==> src/rtl/mandelbrot_pkg.sv <==
// Shared definitions for the Mandelbrot escape-time iteration controller:
// default widths, FSM state encoding and the fixed-point constant ONE.
package mandelbrot_pkg;

  localparam int unsigned WIDTH_DEF      = 8;
  localparam int unsigned ITER_WIDTH_DEF = 8;

  // 1.0 in signed 2.(WIDTH-2) fixed point
  localparam int unsigned ONE = 32'(1) << (WIDTH_DEF - 2);

  localparam int unsigned STATE_WIDTH = 2;

  localparam logic [STATE_WIDTH-1:0] ST_IDLE  = 2'd0;
  localparam logic [STATE_WIDTH-1:0] ST_START = 2'd1;
  localparam logic [STATE_WIDTH-1:0] ST_WAIT  = 2'd2;
  localparam logic [STATE_WIDTH-1:0] ST_DONE  = 2'd3;

endpackage

==> src/rtl/mandelbrot_period_check.sv <==
// Periodicity detector: keeps a z snapshot refreshed at power-of-two iteration
// counts and flags when a new ALU result repeats it (orbit is cyclic).
module mandelbrot_period_check
  import mandelbrot_pkg::*;
#(
  parameter int unsigned WIDTH      = WIDTH_DEF,
  parameter int unsigned ITER_WIDTH = ITER_WIDTH_DEF
) (
  input  logic                  clk,
  input  logic                  rst,
  input  logic                  clear,
  input  logic                  update,
  input  logic [ITER_WIDTH-1:0] iter_n,
  input  logic [WIDTH-1:0]      res_zr,
  input  logic [WIDTH-1:0]      res_zi,
  output logic                  match_c
);

  logic [WIDTH-1:0] snap_zr_q;
  logic [WIDTH-1:0] snap_zi_q;
  logic             pow2_c;

  assign pow2_c  = (iter_n != '0) && ((iter_n & (iter_n - ITER_WIDTH'(1))) == '0);
  assign match_c = (res_zr == snap_zr_q) && (res_zi == snap_zi_q);

  // Snapshot starts at z0 = 0 and only moves on a non-matching power-of-two step
  always_ff @(posedge clk) begin
    if (rst) begin
      snap_zr_q <= '0;
      snap_zi_q <= '0;
    end else if (clear) begin
      snap_zr_q <= '0;
      snap_zi_q <= '0;
    end else if (update && !match_c && pow2_c) begin
      snap_zr_q <= res_zr;
      snap_zi_q <= res_zi;
    end
  end

endmodule

==> src/rtl/mandelbrot_iter_ctrl.sv <==
// Escape-time iteration controller: runs one mandelbrot_alu per pixel until
// escape or the iteration limit. MANDEL_PERIOD_CHECK_EN adds periodicity exit.
module mandelbrot_iter_ctrl
  import mandelbrot_pkg::*;
#(
  parameter int unsigned WIDTH      = WIDTH_DEF,
  parameter int unsigned ITER_WIDTH = ITER_WIDTH_DEF
) (
  input  logic                  clk,
  input  logic                  rst,
  input  logic                  in_valid,
  output logic                  in_ready,
  input  logic [WIDTH-1:0]      in_cr,
  input  logic [WIDTH-1:0]      in_ci,
  input  logic [ITER_WIDTH-1:0] in_max_iter,
  output logic                  out_valid,
  input  logic                  out_ready,
  output logic [ITER_WIDTH-1:0] out_iter,
  output logic                  out_escaped,
  output logic                  alu_start,
  input  logic                  alu_finished,
  output logic [WIDTH-1:0]      alu_cr,
  output logic [WIDTH-1:0]      alu_ci,
  output logic [WIDTH-1:0]      alu_zr,
  output logic [WIDTH-1:0]      alu_zi,
  input  logic [WIDTH-1:0]      alu_res_zr,
  input  logic [WIDTH-1:0]      alu_res_zi,
  input  logic                  alu_size,
  input  logic                  alu_overflow
);

  logic [STATE_WIDTH-1:0] state_q, state_d;
  logic [WIDTH-1:0]       cr_q, cr_d;
  logic [WIDTH-1:0]       ci_q, ci_d;
  logic [WIDTH-1:0]       zr_q, zr_d;
  logic [WIDTH-1:0]       zi_q, zi_d;
  logic [ITER_WIDTH-1:0]  max_q, max_d;
  logic [ITER_WIDTH-1:0]  iter_q, iter_d;
  logic [ITER_WIDTH-1:0]  out_iter_q, out_iter_d;
  logic                   out_escaped_q, out_escaped_d;
  logic                   blank_q, blank_d;
  logic                   in_ready_q;
  logic                   alu_start_q;
  logic                   out_valid_q;

  logic                   accept_c;
  logic                   complete_c;
  logic                   escape_c;
  logic                   period_hit_c;
  logic [ITER_WIDTH-1:0]  iter_n_c;

  assign accept_c   = in_valid && in_ready_q;
  // First WAIT cycle is blanked: alu_finished may still show the previous run
  assign complete_c = (state_q == ST_WAIT) && !blank_q && alu_finished;
  assign escape_c   = alu_size || alu_overflow;
  assign iter_n_c   = iter_q + ITER_WIDTH'(1);

`ifdef MANDEL_PERIOD_CHECK_EN
  mandelbrot_period_check #(
    .WIDTH      (WIDTH),
    .ITER_WIDTH (ITER_WIDTH)
  ) u_period_check (
    .clk     (clk),
    .rst     (rst),
    .clear   (accept_c),
    .update  (complete_c && !escape_c),
    .iter_n  (iter_n_c),
    .res_zr  (alu_res_zr),
    .res_zi  (alu_res_zi),
    .match_c (period_hit_c)
  );
`else
  assign period_hit_c = 1'b0;
`endif

  // Next-state and datapath update
  always_comb begin
    state_d       = state_q;
    cr_d          = cr_q;
    ci_d          = ci_q;
    zr_d          = zr_q;
    zi_d          = zi_q;
    max_d         = max_q;
    iter_d        = iter_q;
    out_iter_d    = out_iter_q;
    out_escaped_d = out_escaped_q;
    blank_d       = 1'b0;

    case (state_q)
      ST_IDLE: begin
        if (accept_c) begin
          cr_d   = in_cr;
          ci_d   = in_ci;
          max_d  = in_max_iter;
          zr_d   = '0;
          zi_d   = '0;
          iter_d = '0;
          if (in_max_iter == '0) begin
            out_iter_d    = '0;
            out_escaped_d = 1'b0;
            state_d       = ST_DONE;
          end else begin
            state_d = ST_START;
          end
        end
      end

      ST_START: begin
        blank_d = 1'b1;
        state_d = ST_WAIT;
      end

      ST_WAIT: begin
        if (complete_c) begin
          // Escape outranks both the periodicity exit and the limit
          if (escape_c) begin
            out_iter_d    = iter_n_c;
            out_escaped_d = 1'b1;
            state_d       = ST_DONE;
          end else if (period_hit_c || (iter_n_c == max_q)) begin
            out_iter_d    = max_q;
            out_escaped_d = 1'b0;
            state_d       = ST_DONE;
          end else begin
            zr_d    = alu_res_zr;
            zi_d    = alu_res_zi;
            iter_d  = iter_n_c;
            state_d = ST_START;
          end
        end
      end

      ST_DONE: begin
        if (out_ready) begin
          state_d = ST_IDLE;
        end
      end

      default: begin
        state_d = ST_IDLE;
      end
    endcase
  end

  // State, datapath and registered handshake outputs
  always_ff @(posedge clk) begin
    if (rst) begin
      state_q       <= ST_IDLE;
      cr_q          <= '0;
      ci_q          <= '0;
      zr_q          <= '0;
      zi_q          <= '0;
      max_q         <= '0;
      iter_q        <= '0;
      out_iter_q    <= '0;
      out_escaped_q <= 1'b0;
      blank_q       <= 1'b0;
      in_ready_q    <= 1'b1;
      alu_start_q   <= 1'b0;
      out_valid_q   <= 1'b0;
    end else begin
      state_q       <= state_d;
      cr_q          <= cr_d;
      ci_q          <= ci_d;
      zr_q          <= zr_d;
      zi_q          <= zi_d;
      max_q         <= max_d;
      iter_q        <= iter_d;
      out_iter_q    <= out_iter_d;
      out_escaped_q <= out_escaped_d;
      blank_q       <= blank_d;
      in_ready_q    <= (state_d == ST_IDLE);
      alu_start_q   <= (state_d == ST_START);
      out_valid_q   <= (state_d == ST_DONE);
    end
  end

  assign in_ready    = in_ready_q;
  assign alu_start   = alu_start_q;
  assign out_valid   = out_valid_q;
  assign out_iter    = out_iter_q;
  assign out_escaped = out_escaped_q;
  assign alu_cr      = cr_q;
  assign alu_ci      = ci_q;
  assign alu_zr      = zr_q;
  assign alu_zi      = zi_q;

endmodule
==> config.mk <==
export PLATFORM = sky130hd
export DESIGN_NAME = mandelbrot_iter_ctrl
export DESIGN_NICKNAME = d
export VERILOG_FILES = /design/src/rtl/mandelbrot_pkg.sv /design/src/rtl/mandelbrot_period_check.sv /design/src/rtl/mandelbrot_iter_ctrl.sv
export SDC_FILE = /design/constraint.sdc
export NUM_CORES = 1
export LEC_CHECK = 0
export BUFFER_PORTS_ARGS = -buffer_cell sky130_fd_sc_hd__buf_4
export CORE_ASPECT_RATIO = 1.25
export CORE_MARGIN = 2
export CORE_UTILIZATION = 45
export DETAILED_ROUTE_END_ITERATION = 10
export GPL_ROUTABILITY_DRIVEN = 1
export GPL_TIMING_DRIVEN = 0
export PLACE_DENSITY = 0.72
export SYNTH_ARGS = -nofsm -noshare
export SYNTH_HDL_FRONTEND = slang
export SYNTH_SLANG_ARGS = --single-unit
export TNS_END_PERCENT = 50
==> constraint.sdc <==
create_clock -name clk -period 2.9 [get_ports clk]
set_input_delay 0.58 -clock clk [delete_from_list [all_inputs] [get_ports clk]]
set_output_delay 0.58 -clock clk [all_outputs]
set_load 0.1 [all_outputs]
==> flow_metrics.tcl <==
set metrics [dict create \
    status "finished clean" \
    ctsHtreeMaxLevel 3 \
    synthFlopType "dfxtp_1" \
    clockRootBuffer "clkbuf_8" \
    cp_max_fo 10 \
    remaining_drc_errors 0 \
    postRouteAntennaNets 0 \
    dieArea_um2 6900 \
    clock_path_buffers 2 \
    antenna_found_initial 0 \
    fin_crit_sh_pct 88.5 \
    postSynthAreaPerCell_um2 8.08 \
    drive_above_1_share_pct 26.0 \
    hold_viol 0 \
    initial_core_util_pct 45.9 \
    nFillCells 578 \
    pre_cts_slack_ns 0.340 \
    clk_latency_ns 0.35 \
    syn_inst 348 \
    reg2reg_depth 9 \
    layout.nets 496 \
    drv_cap 0 \
    leakage_nw 1.56 \
    hp-class "reg2reg" \
    worstSetupPathType "reg2reg" \
    die_h_um 92.4 \
    pwr-share-clk_pct 33.1 \
    dr.pass1.iters 7 \
    place_area_um2 3590 \
    path_clk_slew_ns 0.07 \
    setup-violations-final 0 \
    synth_cell_types 48 \
    whs_path_depth 2 \
    vias 2742 \
    yosys_warnings 0 \
    timing.fmax_mhz 389 \
    globalRouteTotalUtil_pct 22.4 \
    grt_overflow 0 \
    rrSetupSlack_ns 0.33 \
    wl_um 7170 \
    drt_iter0_drc 170 \
    grt_pass1_wl_um 11800 \
    cts_setup_buffers 0 \
    synth.top_cell.area_share_pct 44.9 \
    skew_ns 0.00871 \
    crit_arrival_ns 2.82 \
    grt_pass1_vias 2575 \
    core_um2 6130 \
    hold_start "alu_zi[2]$_SDFFE_PP0P_" \
    final_cell_area_um2 3780 \
    rsz0062_at_grt "no" \
    pwr-share-seq_pct 42.0 \
    viasPerCell 5.10 \
    final_util_pct 61.7 \
    setup_slack_ns 0.333 \
    synth_edf_count 0 \
    die_x_um 74.7 \
    synth_seq_cells 63 \
    io_buffers 89 \
    slew_viol_final 0 \
    pin_count 91 \
    multiInputGateArea_um2 1420 \
    grt_max_degree 11 \
    holdPathEnd "alu_zi[2]$_SDFFE_PP0P_" \
    synth_fp_nets 396 \
    cp_data_required_time_ns 3.16 \
    async_reset_ff_share_pct 0 \
    hpwl_um 5320 \
    p_switching_mw 0.764 \
    regArea_um2 1260 \
    swShare_pct 34.2 \
    yosysMostFrequentCell "nand2_1" \
    rows 32 \
    wl_per_cell_um 13.3 \
    post-route-min-period_ns 2.57 \
    yosysSeqAreaShare_pct 44.9 \
    cts_tree "done" \
    synthesis.area_um2 2810 \
    startpoint_type "flop" \
    numCtsBuffers 9 \
    pwr-share-comb_pct 24.9 \
    diodes 0 \
    synth_common_cells "nand2_1, dfxtp_1, a21oi_1, nand3_1, clkbuf_1" \
    power_density_nw_per_um2 591 \
    p_int_mw 1.47 \
    ys_top_cells_by_area "dfxtp_1, nand2_1, a21oi_1" \
    ctsResizeCount 0 \
    postCtsHoldBufs 0 \
    gp_congestion 0.821 \
    rr_endpoint "iter_q[3]$_SDFFE_PP0P_" \
    max_slew.worst_pin.slew_ns 0.638 \
    max_slew_margin_pct 57.3 \
    area_delta_synth_final_pct 34.5 \
    cp-end-kind "flop" \
    r2r_start "iter_q[0]$_SDFFE_PP0P_" \
    vdd_drop_max_mv 0.377 \
    clock_sinks 63 \
    fin_setup_tns_ns 0 \
    yosysTopAreaCell "dfxtp_1" \
]
==> metal layers <==
layer / wire (um) / vias up / track usage, %
met2: 3730 / 72 / 36.3
met1: 2970 / 1269 / 27.4
met4: 193 / 0 / 10.7
met3: 280 / 13 / 5.22
met5: 0 / - / 0
li1: - / 1388 / -
==> cell families after synthesis <==
logic type	count (synthesis)	share of synthesized area, %
simple gates	155	26.1
compound gates	79	16.6
flops	63	44.9
buf+inv	29	4.54
xor+xnor	12	4.27
mux	9	3.20
fa+ha+maj	1	0.445
==> sequential cells by signal, indices dropped and copies added, names as in the netlist <==
| name | cells |
|---|---|
| alu_cr | 8 |
| iter_q | 8 |
| out_valid | 1 |
| out_iter | 8 |
| in_ready | 1 |
| out_escaped | 1 |
| alu_zi | 8 |
| alu_zr | 8 |
| blank_q | 1 |
| alu_start | 1 |
| state_q | 2 |
| alu_ci | 8 |
| max_q | 8 |
==> cell type report <==
class / count / share of cell area [%]
multi-input cells: 256 / 37.6
flip-flops and latches: 63 / 33.4
clock inverters: 2 / 0.331
well taps: 85 / 2.81
clock buffers: 14 / 4.83
repair buffers: 89 / 17.7
plain buffers: 26 / 3.08
inverters: 3 / 0.298
==> cell usage in the layout (no fill, tap or decap), types with 2 or more instances in the layout <==
master / synthesis / final
inv_1: 3 / 3
nor2b_1: 4 / 4
xnor2_1: 6 / 6
nor3b_1: 2 / 2
nand3_1: 24 / 24
mux2i_1: 9 / 9
a31oi_1: 4 / 4
a21oi_1: 47 / 47
nand2b_1: 13 / 13
nand2_1: 82 / 82
nor3_1: 4 / 4
or3_1: 3 / 3
o211ai_1: 7 / 7
o31ai_1: 4 / 4
a211o_1: 2 / 2
buf_4: 2 / 91
o21ai_0: 6 / 6
dfxtp_1: 63 / 63
buf_2: 3 / 3
nor4_1: 3 / 3
clkbuf_8: 0 / 13
xor2_1: 4 / 4
nor2_1: 9 / 9
clkbuf_1: 19 / 20
==> power by group through the flow <==
stage / logic [mW] / registers [mW] / clock network, mW
after floorplan: 0.193 / 1.17 / 0
after global placement: 0.553 / 0.956 / 0
after detailed placement: 0.558 / 0.958 / 0
after CTS: 0.559 / 0.938 / 0.746
after global routing: 0.598 / 0.943 / 0.787
final: 0.557 / 0.938 / 0.739
==> metrics by stage <==
step                hold slack, ns  instances  power, mW
finish                       0.451        538       2.23
global route                 0.464        538       2.33
CTS                          0.453        538       2.24
detailed placement           0.443        522       1.52
global placement             0.439        522       1.51
floorplan                    0.461        348       1.36
==> worst max-delay path, cell delays in order (launching register included) <==
cell and delay (ns):
dfxtp_1 0.49, ha_1 0.32, nand3_1 0.16, xor2_1 0.31
xor2_1 0.18, and4b_4 0.29, a41oi_1 0.16, buf_4 0.23
a211o_1 0.27, o31ai_1 0.06
==> how the worst max path moves through the flow <==
stage	depth (start not counted)	startpoint	endpoint
global route	9	iter_q[0]$_SDFFE_PP0P_	iter_q[3]$_SDFFE_PP0P_
CTS	9	iter_q[0]$_SDFFE_PP0P_	iter_q[3]$_SDFFE_PP0P_
detailed placement	9	iter_q[0]$_SDFFE_PP0P_	iter_q[3]$_SDFFE_PP0P_
finish	9	iter_q[0]$_SDFFE_PP0P_	iter_q[3]$_SDFFE_PP0P_
global placement	9	iter_q[0]$_SDFFE_PP0P_	iter_q[6]$_SDFFE_PP0P_
floorplan	7	in_ready$_SDFF_PP1_	out_iter[0]$_SDFFE_PP0P_
Power figures use the tool's default switching activity.
